File: src/rtl/serial_subtractor_pkg.sv
// rtl/serial_subtractor_pkg.sv - shared constants and types for the bit-serial subtractor
package serial_subtractor_pkg;

   localparam int DEFAULT_WIDTH = 8;

   typedef logic [1:0] state_t;

   localparam state_t ST_IDLE  = 2'd0;
   localparam state_t ST_SHIFT = 2'd1;
   localparam state_t ST_DONE  = 2'd2;

endpackage

File: src/rtl/serial_subtractor_if.sv
// rtl/serial_subtractor_if.sv - start/done request and result bundle for the serial subtractor
interface serial_subtractor_if
   import serial_subtractor_pkg::*;
#(
   parameter int WIDTH = DEFAULT_WIDTH
);

   logic             start;
   logic [WIDTH-1:0] a;
   logic [WIDTH-1:0] b;
   logic             busy;
   logic             done;
   logic [WIDTH-1:0] diff;
   logic             borrow;

   modport master (
      output start, a, b,
      input  busy, done, diff, borrow
   );

   modport slave (
      input  start, a, b,
      output busy, done, diff, borrow
   );

endinterface

File: src/rtl/serial_subtractor_full.sv
// rtl/serial_subtractor_full.sv - full subtractor from two half subtractors and an OR
module full_subtractor (
   input  logic a,
   input  logic b,
   input  logic bin,
   output logic d,
   output logic bout
);

   logic d_ab;
   logic bout_ab;
   logic bout_in;

   half_subtractor u_hs_ab (
      .a    (a),
      .b    (b),
      .d    (d_ab),
      .bout (bout_ab)
   );

   // second stage subtracts the incoming borrow from the partial difference
   half_subtractor u_hs_in (
      .a    (d_ab),
      .b    (bin),
      .d    (d),
      .bout (bout_in)
   );

   assign bout = bout_ab | bout_in;

endmodule

File: src/rtl/serial_subtractor_half.sv
// rtl/serial_subtractor_half.sv - single-bit half subtractor primitive
module half_subtractor (
   input  logic a,
   input  logic b,
   output logic d,
   output logic bout
);

   assign d    = a ^ b;
   assign bout = ~a & b;

endmodule

File: src/rtl/serial_subtractor.sv
// rtl/serial_subtractor.sv - bit-serial unsigned a - b, LSB first, start/done handshake
module serial_subtractor
   import serial_subtractor_pkg::*;
#(
   parameter int WIDTH = DEFAULT_WIDTH
) (
   input  logic                clk,
   input  logic                rst,
   serial_subtractor_if.slave  bus
);

   localparam int CW = $clog2(WIDTH);
   localparam logic [CW-1:0] LAST = CW'(WIDTH - 1);

   state_t             state;
   logic [WIDTH-1:0]   a_sr;
   logic [WIDTH-1:0]   b_sr;
   logic [WIDTH-2:0]   res_sr;
   logic [WIDTH-1:0]   res_next;
   logic               bin;
   logic [CW-1:0]      cnt;
   logic [WIDTH-1:0]   diff_q;
   logic               borrow_q;
   logic               d;
   logic               bout;

   full_subtractor u_fs (
      .a    (a_sr[0]),
      .b    (b_sr[0]),
      .bin  (bin),
      .d    (d),
      .bout (bout)
   );

   // new bit enters at the MSB; after the last shift this is the full difference
   assign res_next = {d, res_sr};

   always_ff @(posedge clk) begin
      if (rst) begin
         state    <= ST_IDLE;
         a_sr     <= '0;
         b_sr     <= '0;
         res_sr   <= '0;
         bin      <= 1'b0;
         cnt      <= '0;
         diff_q   <= '0;
         borrow_q <= 1'b0;
      end else begin
         case (state)
            ST_IDLE: begin
               if (bus.start) begin
                  a_sr  <= bus.a;
                  b_sr  <= bus.b;
                  bin   <= 1'b0;
                  cnt   <= '0;
                  state <= ST_SHIFT;
               end
            end
            ST_SHIFT: begin
               a_sr   <= {1'b0, a_sr[WIDTH-1:1]};
               b_sr   <= {1'b0, b_sr[WIDTH-1:1]};
               res_sr <= res_next[WIDTH-1:1];
               bin    <= bout;
               cnt    <= cnt + CW'(1);
               if (cnt == LAST) begin
                  diff_q   <= res_next;
                  borrow_q <= bout;
                  state    <= ST_DONE;
               end
            end
            ST_DONE: begin
               state <= ST_IDLE;
            end
            default: begin
               state <= ST_IDLE;
            end
         endcase
      end
   end

   assign bus.busy   = (state != ST_IDLE);
   assign bus.done   = (state == ST_DONE);
   assign bus.diff   = diff_q;
   assign bus.borrow = borrow_q;

endmodule
File: src/flat_wrapper.sv
// flat-port wrapper written by rule: the top's interface ports become plain ports
module serial_subtractor_flat import serial_subtractor_pkg::*;
#(
   parameter int WIDTH = DEFAULT_WIDTH
)
  (clk, rst, bus_start, bus_a, bus_b, bus_busy, bus_done, bus_diff, bus_borrow);
  serial_subtractor_if #(.WIDTH(WIDTH)) bus_i ();
  input  logic clk;
  input  logic rst;
  input wire logic [$bits(bus_i.start)-1:0] bus_start;
  input wire logic [$bits(bus_i.a)-1:0] bus_a;
  input wire logic [$bits(bus_i.b)-1:0] bus_b;
  output wire logic [$bits(bus_i.busy)-1:0] bus_busy;
  output wire logic [$bits(bus_i.done)-1:0] bus_done;
  output wire logic [$bits(bus_i.diff)-1:0] bus_diff;
  output wire logic [$bits(bus_i.borrow)-1:0] bus_borrow;
  assign bus_i.start = bus_start;
  assign bus_i.a = bus_a;
  assign bus_i.b = bus_b;
  assign bus_busy = bus_i.busy;
  assign bus_done = bus_i.done;
  assign bus_diff = bus_i.diff;
  assign bus_borrow = bus_i.borrow;
  serial_subtractor #(.WIDTH(WIDTH)) u_core (.clk(clk), .rst(rst), .bus(bus_i));
endmodule
File: config.mk
export PLATFORM = sky130hd
export DESIGN_NAME = serial_subtractor_flat
export DESIGN_NICKNAME = d
export VERILOG_FILES = /design/src/rtl/serial_subtractor_pkg.sv /design/src/rtl/serial_subtractor_if.sv /design/src/rtl/serial_subtractor_full.sv /design/src/rtl/serial_subtractor_half.sv /design/src/rtl/serial_subtractor.sv /design/src/flat_wrapper.sv
export SDC_FILE = /design/constraint.sdc
export NUM_CORES = 1
export LEC_CHECK = 0
export ABC_AREA = 1
export CAP_MARGIN = 20
export CORE_MARGIN = 8
export CORE_UTILIZATION = 58
export CTS_BUF_LIST = sky130_fd_sc_hd__clkbuf_4 sky130_fd_sc_hd__clkbuf_8
export DETAILED_ROUTE_END_ITERATION = 8
export HOLD_SLACK_MARGIN = 0.12
export PLACE_DENSITY_LB_ADDON = 0.05
export SLEW_MARGIN = 40
export SYNTH_ARGS = -nofsm -noshare
export SYNTH_HDL_FRONTEND = slang
export SYNTH_SLANG_ARGS = --single-unit
File: constraint.sdc
create_clock -name clk -period 1.9 [get_ports clk]
set_input_delay 0.285 -clock clk [delete_from_list [all_inputs] [get_ports clk]]
set_output_delay 0.285 -clock clk [all_outputs]
set_load 0.02 [all_outputs]
==> impl_metrics.tcl, run 1 <==
set metrics [dict create \
    status "completed" \
    crit_path_end_kind "output port" \
    ant_nets 0 \
    n_antenna_cell 0 \
    rows 19 \
    drc 0 \
    tightest_slew_ns 0.371 \
    yosysSeqAreaShare_pct 44.3 \
    cts.sinks 38 \
    skew_ns 0.0191 \
    setup_slack_ns 0.0738 \
    initial_core_util_pct 61.8 \
    p_int_uw 1360 \
    die_h_um 70.4 \
    p_sw_uw 437 \
    placed_area_um2 2030 \
    root_buffer "clkbuf_4" \
    p_clk_share_pct 38.7 \
    layout-drive-gt1-share_pct 10.3 \
    clk_latency_ns 0.36 \
    clock_path_buffers 2 \
    syn_avg_cell_area_um2 6.90 \
    period_minus_slack_ns 1.83 \
    ioPinCount 30 \
    grt_pass1_vias 1466 \
    die_area_um2 4960 \
    syn_nets 271 \
    rsz0062_at_grt "false" \
    finalSetupViolCount 0 \
    grt-ovfl-total 0 \
    cp.required_ns 1.62 \
    fmax_ghz 0.548 \
    period_share_pct 96.1 \
    power_frac_seq_pct 47.9 \
    swShare_pct 24.3 \
    tns_ns 0 \
    design_area_um2 2140 \
    hp-class "reg2reg" \
    cts_made_buffers 5 \
    synth_cell_type_count 19 \
    layout_commonest_cell "nand2_1" \
    first_pass_iters 4 \
    portBuffers 29 \
    antenna_found_initial 0 \
    cts_setup_buffers 0 \
    arrival_ns 1.54 \
    r2r_setup_slack_ns 0.49 \
    hold_viol 0 \
    finalMaxSlewViolations 0 \
    netlist_area_um2 1720 \
    cts_tree "yes" \
    synth_seq_cells 38 \
    grt_use_total_pct 15.4 \
    drv_cap 0 \
    netlist_instances 249 \
    routed-via-count 1506 \
    syn_to_final_growth_pct 24.4 \
    dp_hpwl_um 2410 \
    critPathKind "reg2out" \
    register_area_um2 761 \
    pwr-share-comb_pct 13.4 \
    core_area_um2 2780 \
    leakage_uw 0.00102 \
    grt_max_degree 36 \
    num-fill-cells 210 \
    pre_cts_ws_ns 0.463 \
    final_nets 302 \
    start_kind "flop" \
    clk_pin_slew_ns 0.11 \
    first_iter_violations 87 \
    finalWirelength_um 3660 \
    htree_levels 2 \
    synth-warning-count 0 \
    peakVddDrop_v 0.000811 \
    multi_input_area_um2 742 \
    crit_fanout 4 \
    grt_pass1_wl_um 6290 \
    most-common-layout-cells "nand2_1 (67), nor2_1 (44), dfxtp_1 (38), inv_1 (36), clkdlybuf4s50_1 (29)" \
    wire_per_inst_um 11.7 \
    fp.dieW_um 70.4 \
    whs_ns 0.474 \
    gp_congestion 0.751 \
    slew_headroom_pct 75.2 \
    viasPerCell 4.83 \
    power_density_nw_per_um2 841 \
    final_core_util_pct 76.9 \
]
[per-stage QoR]
stage                     power (uW)  cells
after floorplan                 1040    249
after global placement          1110    304
after detailed placement        1120    304
after CTS                       1810    312
after global routing            1880    312
final                           1800    312
[power groups by stage]
| stage | registers (uW) | clock network [uW] | logic [uW] |
|---|---|---|---|
| floorplan | 873 | 0 | 169 |
| global placement | 877 | 0 | 235 |
| detailed placement | 879 | 0 | 239 |
| CTS | 861 | 706 | 242 |
| global route | 867 | 738 | 275 |
| finish | 861 | 695 | 242 |
[metal layers]
metal  global-route usage, %  part of all wire (%)
met4                    8.71                   1.7
met5                       0                     0
met3                    3.95                   3.8
met2                    26.4                    49
met1                    16.7                    46
[what timing repair did]
item	4_1_cts	5_1_grt
hold endpoints to repair	0	0
setup endpoints to repair	0	1
gates resized for setup	0	1
hold buffers	0	0
[logic make-up after synthesis]
group	count (synthesis)	synth area share, %
buffers and inverters	49	12.7
adders and majority gates	3	2.62
DFF	38	44.3
AOI/OAI and AO/OA	37	12.5
and+or+nand+nor	122	27.9
[path summary, 6_finish.rpt]
path / startpoint / endpoint / cells after the start
min: u_core.b_sr[7]$_SDFFE_PP0P_ / u_core.b_sr[7]$_SDFFE_PP0P_ / 2
min reg2reg: u_core.b_sr[7]$_SDFFE_PP0P_ / u_core.b_sr[7]$_SDFFE_PP0P_ / 2
max: u_core.state[1]$_SDFFE_PP0P_ / bus_done / 3
max reg2reg: u_core.state[1]$_SDFFE_PP0P_ / u_core.b_sr[0]$_SDFFE_PP0P_ / 6
[critical path, cell delays in order, from the launching register on]
cell,delay [ns]
dfxtp_1,0.41
inv_2,0.09
nor2_1,0.09
clkdlybuf4s50_1,0.60
[Yosys cell counts]
cell	n	area (um2)
nand3_1	2	10.0
nand2_1	67	251
inv_2	1	3.75
fa_1	1	20.0
nor3_1	1	5.00
nand2_2	6	37.5
a21oi_2	5	43.8
inv_1	36	135
a21oi_1	17	85.1
buf_2	4	20.0
nor2_2	1	6.26
clkbuf_1	3	11.3
buf_6	4	45.0
o21ai_4	1	16.3
dfxtp_1	38	761
ha_1	2	25.0
nor2_1	45	169
clkinv_1	1	3.75
o21ai_0	14	70.1
[state kept, by name, summed over array words and instances (netlist names)]
| register | count |
|---|---|
| u_core.cnt | 3 |
| u_core.a_sr | 8 |
| u_core.b_sr | 8 |
| u_core.bus.diff | 8 |
| u_core.state | 2 |
| u_core.bus.borrow | 1 |
| u_core.res_sr | 7 |
| u_core.bin | 1 |
[final cells by class]
cell class | instances | share of cell area, %
Clock buffer | 5 | 1.76
Timing Repair Buffer | 35 | 16.3
Tap cell | 31 | 1.81
Inverter | 38 | 6.67
Multi-Input combinational cell | 162 | 34.7
Sequential cell | 38 | 35.6
Clock inverter | 3 | 3.22
Power figures use the tool's default switching activity.
==> run 2, diff against run 1 <==
SETUP_SLACK_MARGIN = 0.4   (was unset)
==> run 2 against run 1 <==
Hold slack is essentially flat. Largest cell class unchanged. Routed wire length grew 0.55%. Non-clock buffer count grew 1. Largest power group unchanged. Fmax grew 25%. Critical path depth is the same. Via count grew 2.2%. Worst setup slack gained 0.37 ns.
==> impl_metrics.tcl, run 2 (synthesis gave the netlist of run 1 again) <==
set metrics [dict create \
    syn_to_final_growth_pct 24.7 \
    skew_ns 0.0177 \
    hold_viol 0 \
    status "completed" \
    cts_tree "yes" \
    setup_slack_ns 0.443 \
    leakage_uw 0.00107 \
    power_frac_seq_pct 47.9 \
    cts_hold_buffers 0 \
    portBuffers 29 \
    r2r-start "u_core.cnt[1]$_SDFFE_PP0P_" \
    core_area_um2 2780 \
    die_area_um2 4960 \
    pre_cts_ws_ns 0.463 \
    htree_levels 2 \
    wire_per_inst_um 11.8 \
    ioPinCount 30 \
    crit_path_max_incr_delay_ns 0.37 \
    tns_ns 0 \
    path_cells "nor2_2 -> inv_1 -> clkdlybuf4s15_1" \
    grt_pass1_wl_um 6290 \
    startpoint "u_core.state[1]$_SDFFE_PP0P_" \
    start_kind "flop" \
    peakVddDrop_v 0.000812 \
    crit_end "bus_busy" \
    initial_core_util_pct 61.8 \
    critPathSlowestCell "dfxtp_2" \
    n_antenna_cell 0 \
    critPathKind "reg2out" \
    fmax_ghz 0.686 \
    finalMaxSlewViolations 0 \
    grt-ovfl-total 0 \
    root_buffer "clkbuf_4" \
    rows 19 \
    p_clk_share_pct 38.6 \
    r2r_setup_slack_ns 0.53 \
    clock_path_buffers 2 \
    first_iter_violations 95 \
    cts_made_buffers 5 \
    dp_hpwl_um 2410 \
    arrival_ns 1.17 \
    pwr-share-comb_pct 13.5 \
    hp-class "reg2reg" \
    viasPerCell 4.92 \
    drv_cap 0 \
    die_h_um 70.4 \
    final_nets 303 \
    grt_pass1_vias 1466 \
    clk_latency_ns 0.36 \
    grt_use_total_pct 15.4 \
    drc 0 \
    antenna_found_initial 0 \
    clk_pin_slew_ns 0.11 \
    layout_commonest_cell "nand2_1" \
    layout-drive-gt1-share_pct 11.7 \
    crit_fanout 3 \
    rsz0062_at_grt "true" \
    rr_endpoint "u_core.bus.borrow$_SDFFE_PP0P_" \
    ant_nets 0 \
    tightest_slew_ns 0.324 \
    grt_max_degree 36 \
    power_density_nw_per_um2 839 \
    first_pass_iters 4 \
    placed_area_um2 2030 \
    swShare_pct 24.2 \
    p_int_uw 1360 \
    p_sw_uw 436 \
    crit_path_end_kind "output port" \
    finalSetupViolCount 0 \
    cts.sinks 38 \
    finalWirelength_um 3680 \
    design_area_um2 2140 \
    period_minus_slack_ns 1.46 \
    slew_headroom_pct 78.4 \
    fp.dieW_um 70.4 \
    cp.required_ns 1.62 \
    routed-via-count 1539 \
    period_share_pct 76.7 \
    gp_congestion 0.751 \
    r2r_cells 7 \
    most-common-layout-cells "nand2_1 (67), nor2_1 (44), inv_1 (36), dfxtp_1 (36), clkdlybuf4s50_1 (18)" \
]
==> run 2: changes by cell type in the layout (fill, tap and decap cells not counted) <==
cell	delta
dfxtp_1	-2
nor2_2	-1
nor2_4	+1
clkdlybuf4s15_1	+1
clkdlybuf4s50_1	-11
buf_4	+1
clkdlybuf4s15_2	+1
dlygate4sd2_1	+9
dfxtp_2	+2
==> run 2: critical path, delay by kind of cell (launching register included) <==
kind,cells,cell delay [ns]
DFF,1,0.37
buffers and inverters,2,0.33
and+or+nand+nor,1,0.13
==> run 2: worst min path at each step <==
stage | from | slack [ns] | depth (start not counted) | end
5_1_grt | u_core.bin$_SDFFE_PP0P_ | 0.49 | 2 | u_core.bin$_SDFFE_PP0P_
3_3_place_gp | u_core.bin$_SDFFE_PP0P_ | 0.45 | 2 | u_core.bin$_SDFFE_PP0P_
4_1_cts | u_core.a_sr[7]$_SDFFE_PP0P_ | 0.48 | 2 | u_core.a_sr[7]$_SDFFE_PP0P_
3_5_place_dp | u_core.a_sr[7]$_SDFFE_PP0P_ | 0.46 | 2 | u_core.a_sr[7]$_SDFFE_PP0P_
2_1_floorplan | u_core.a_sr[7]$_SDFFE_PP0P_ | 0.44 | 2 | u_core.a_sr[7]$_SDFFE_PP0P_
6_report | u_core.b_sr[7]$_SDFFE_PP0P_ | 0.47 | 2 | u_core.b_sr[7]$_SDFFE_PP0P_
==> run 2: area by class of cell <==
class                           count  area [um2]
Tap cell                           31        38.8
Fill cell                         213         638
Clock inverter                      3        68.8
Clock buffer                        5        37.5
Sequential cell                    38         763
Multi-Input combinational cell    162         747
Inverter                           38         143
Timing Repair Buffer               36         345
==> run 2: repair_timing <==
item	in CTS	in global routing
endpoints found under the setup margin	11	4
pin swaps	0	1
resized for setup	13	5
buffers inserted	0	1
==> run 2: metal layers <==
| layer | track usage [%] | part of all wire [%] |
|---|---|---|
| met2 | 26.4 | 49 |
| met1 | 16.7 | 46 |
| met5 | 0 | 0 |
| met4 | 8.71 | 1.7 |
| met3 | 3.95 | 3.9 |
==> run 2: per-stage QoR <==
step	power, uW	hold slack (ns)	std cells	utilization [%]
2_1_floorplan	1040	0.444	249	-
3_3_place_gp	1110	0.454	304	73.0
3_5_place_dp	1120	0.456	304	73.0
4_1_cts	1810	0.475	312	76.4
5_1_grt	1880	0.494	313	77.1
6_report	1800	0.475	313	77.1
==> run 2: power by group through the flow <==
stage | Clock (uW) | Sequential, uW | Combinational [uW]
after CTS | 706 | 861 | 241
after detailed placement | 0 | 879 | 239
after global placement | 0 | 877 | 235
after global routing | 739 | 868 | 276
final | 693 | 862 | 243
after floorplan | 0 | 873 | 169
==> run 3, diff against run 2 <==
CORE_UTILIZATION = 49   (was 58)
clock period = 1.2 ns   (was 1.9 ns; I/O delays follow)
==> run 3 against run 2 <==
The flow now finishes with violations (negative setup slack). Global-route usage is 3.0 points higher. Non-clock buffer count rose by 25. Die area rose by 14%. Routed wire length increased by 58%. Hold slack lost 0.052 ns. Power grew 53%. Cell count is 13% higher. Worst setup slack got worse by 0.51 ns. Combinational power rose to 2.8 times the previous value. Register-to-register slack lost 0.59 ns. Highest routed layer unchanged.
==> impl_metrics.tcl, run 3 (synthesis gave the netlist of run 1 again) <==
set metrics [dict create \
    status "finished with violations" \
    violations "negative setup slack" \
    htree_levels 2 \
    clock_path_buffers 2 \
    cp.required_ns 1.51 \
    drv_cap 0 \
    finalSetupViolCount 33 \
    final_nets 330 \
    crit_path_end_kind "flop" \
    grt_pass1_vias 1742 \
    clk_latency_ns 0.38 \
    rsz0062_at_grt "true" \
    skew_ns 0.0131 \
    p_sw_uw 874 \
    grt_pass1_wl_um 7790 \
    hp-class "in2reg" \
    period_share_pct 105 \
    first_iter_violations 112 \
    n_antenna_cell 0 \
    start_kind "flop" \
    routed-via-count 1789 \
    design_area_um2 2890 \
    swShare_pct 31.8 \
    peakVddDrop_v 0.000678 \
    arrival_ns 1.57 \
    period_minus_slack_ns 1.26 \
    tightest_slew_ns 0.246 \
    critPathSlowestCell "dfxtp_4" \
    grt_use_total_pct 18.4 \
    die_area_um2 5660 \
    syn_to_final_growth_pct 68.3 \
    wire_per_inst_um 16.4 \
    core_area_um2 3360 \
    most-common-layout-cells "nand2_1 (38), nor2_1 (33), inv_1 (31), dfxtp_1 (23), nand2_2 (21)" \
    layout-drive-gt1-share_pct 50.0 \
    grt-ovfl-total 0 \
    clk_pin_slew_ns 0.13 \
    pre_cts_ws_ns -0.123 \
    hold_depth 3 \
    fin_total_pwr_uw 2750 \
    hold_path_end "u_core.a_sr[7]$_SDFFE_PP0P_" \
    critPathKind "reg2reg" \
    portBuffers 29 \
    fmax_ghz 0.792 \
    viasPerCell 5.05 \
    layout_commonest_cell "nand2_1" \
    power_density_nw_per_um2 950 \
    tns_ns -0.868 \
    drc 0 \
    cts.sinks 38 \
    cts_tree "yes" \
    r2r_setup_slack_ns -0.06 \
    path_cells "ha_4 -> ha_4 -> nand2_8 -> nor2_4 -> nand2_1 -> a21oi_1" \
    cts_hold_buffers 0 \
    r2r-start "u_core.cnt[1]$_SDFFE_PP0P_" \
    finalWirelength_um 5820 \
    die_h_um 75.2 \
    rr_endpoint "u_core.bus.borrow$_SDFFE_PP0P_" \
    min_from "bus_a[7]" \
    ioPinCount 30 \
    grt_max_degree 26 \
    critPathMostFrequentCell "ha_4" \
    r2r_cells 6 \
    initial_core_util_pct 51.1 \
    first_pass_iters 4 \
    p_clk_share_pct 24.8 \
    hold_viol 0 \
    crit_fanout 5 \
    slew_headroom_pct 83.6 \
    p_int_uw 1870 \
    setup_slack_ns -0.0624 \
    leakage_uw 0.00131 \
    cts_made_buffers 5 \
    fp.dieW_um 75.2 \
    gp_congestion 0.764 \
    antenna_found_initial 0 \
    power_frac_seq_pct 50.1 \
    placed_area_um2 2200 \
    finalMaxSlewViolations 0 \
    pwr-share-comb_pct 25.2 \
    crit_path_max_incr_delay_ns 0.40 \
    root_buffer "clkbuf_4" \
    rows 21 \
    dp_hpwl_um 2610 \
    ant_nets 0 \
]
## run 3: cell count changes in the layout (fill, tap and decap cells not counted), sizes merged
cell / change
inv: -1
nor2: +1
clkdlybuf4s15: -2
clkinv: +2
dlygate4sd2: -9
bufinv: -2
clkbuf: +2
nand2: +1
buf: +34
## run 3: how the worst max path moves through the flow
stage	from	endpoint	slack (ns)	depth (start not counted)
2_1_floorplan	u_core.bin$_SDFFE_PP0P_	u_core.res_sr[6]$_SDFFE_PP0P_	0.12	4
3_3_place_gp	u_core.state[0]$_SDFFE_PP0P_	bus_busy	-0.10	3
3_5_place_dp	bus_start	u_core.b_sr[6]$_SDFFE_PP0P_	-0.12	6
4_1_cts	u_core.state[1]$_SDFFE_PP0P_	bus_busy	-0.009	3
5_1_grt	u_core.state[0]$_SDFFE_PP0P_	u_core.a_sr[1]$_SDFFE_PP0P_	-0.08	8
6_report	u_core.cnt[1]$_SDFFE_PP0P_	u_core.bus.borrow$_SDFFE_PP0P_	-0.06	6
## run 3: layout make-up
cell class	instances	area, um2
Clock buffer	5	37.5
Clock inverter	2	10.0
Fill cell	190	469
Inverter	38	165
Multi-Input combinational cell	164	1130
Sequential cell	38	790
Tap cell	46	57.6
Timing Repair Buffer	61	707
## run 3: per-stage QoR
stage               hold WS [ns]  std cells  utilization (%)
detailed placement         0.456        328             65.4
CTS                        0.412        346             77.9
finish                     0.422        354             86.0
global placement           0.454        328             65.4
global route               0.429        354             86.0
floorplan                  0.356        249                -
## run 3: worst max-delay path: cells and delay by family (launching register included)
family / cells / cell delay (ns)
flops: 1 / 0.40
compound gates: 1 / 0.12
simple gates: 3 / 0.37
fa+ha+maj: 2 / 0.29
## run 3: power by group through the flow
| stage | Sequential, uW | Combinational [uW] | Clock (uW) |
|---|---|---|---|
| floorplan | 1380 | 288 | 0 |
| global placement | 1390 | 410 | 0 |
| detailed placement | 1390 | 416 | 0 |
| CTS | 1370 | 535 | 640 |
| global route | 1380 | 745 | 725 |
| finish | 1380 | 692 | 680 |
## run 3: repair_timing
action	CTS	global route
endpoints found under the hold margin	0	0
cloned	4	3
buffers inserted	7	5
setup endpoints to repair	49	49
gates resized for setup	146	42
pin swaps	22	14
## run 3: per-layer routing
metal | GRT usage (%) | wire (um) | vias to the layer above
met3 | 4.66 | 238 | 16
met5 | 0 | 0 | -
met4 | 8.96 | 182 | 0
met2 | 32.1 | 2870 | 54
met1 | 20.2 | 2530 | 849
li1 | - | - | 870
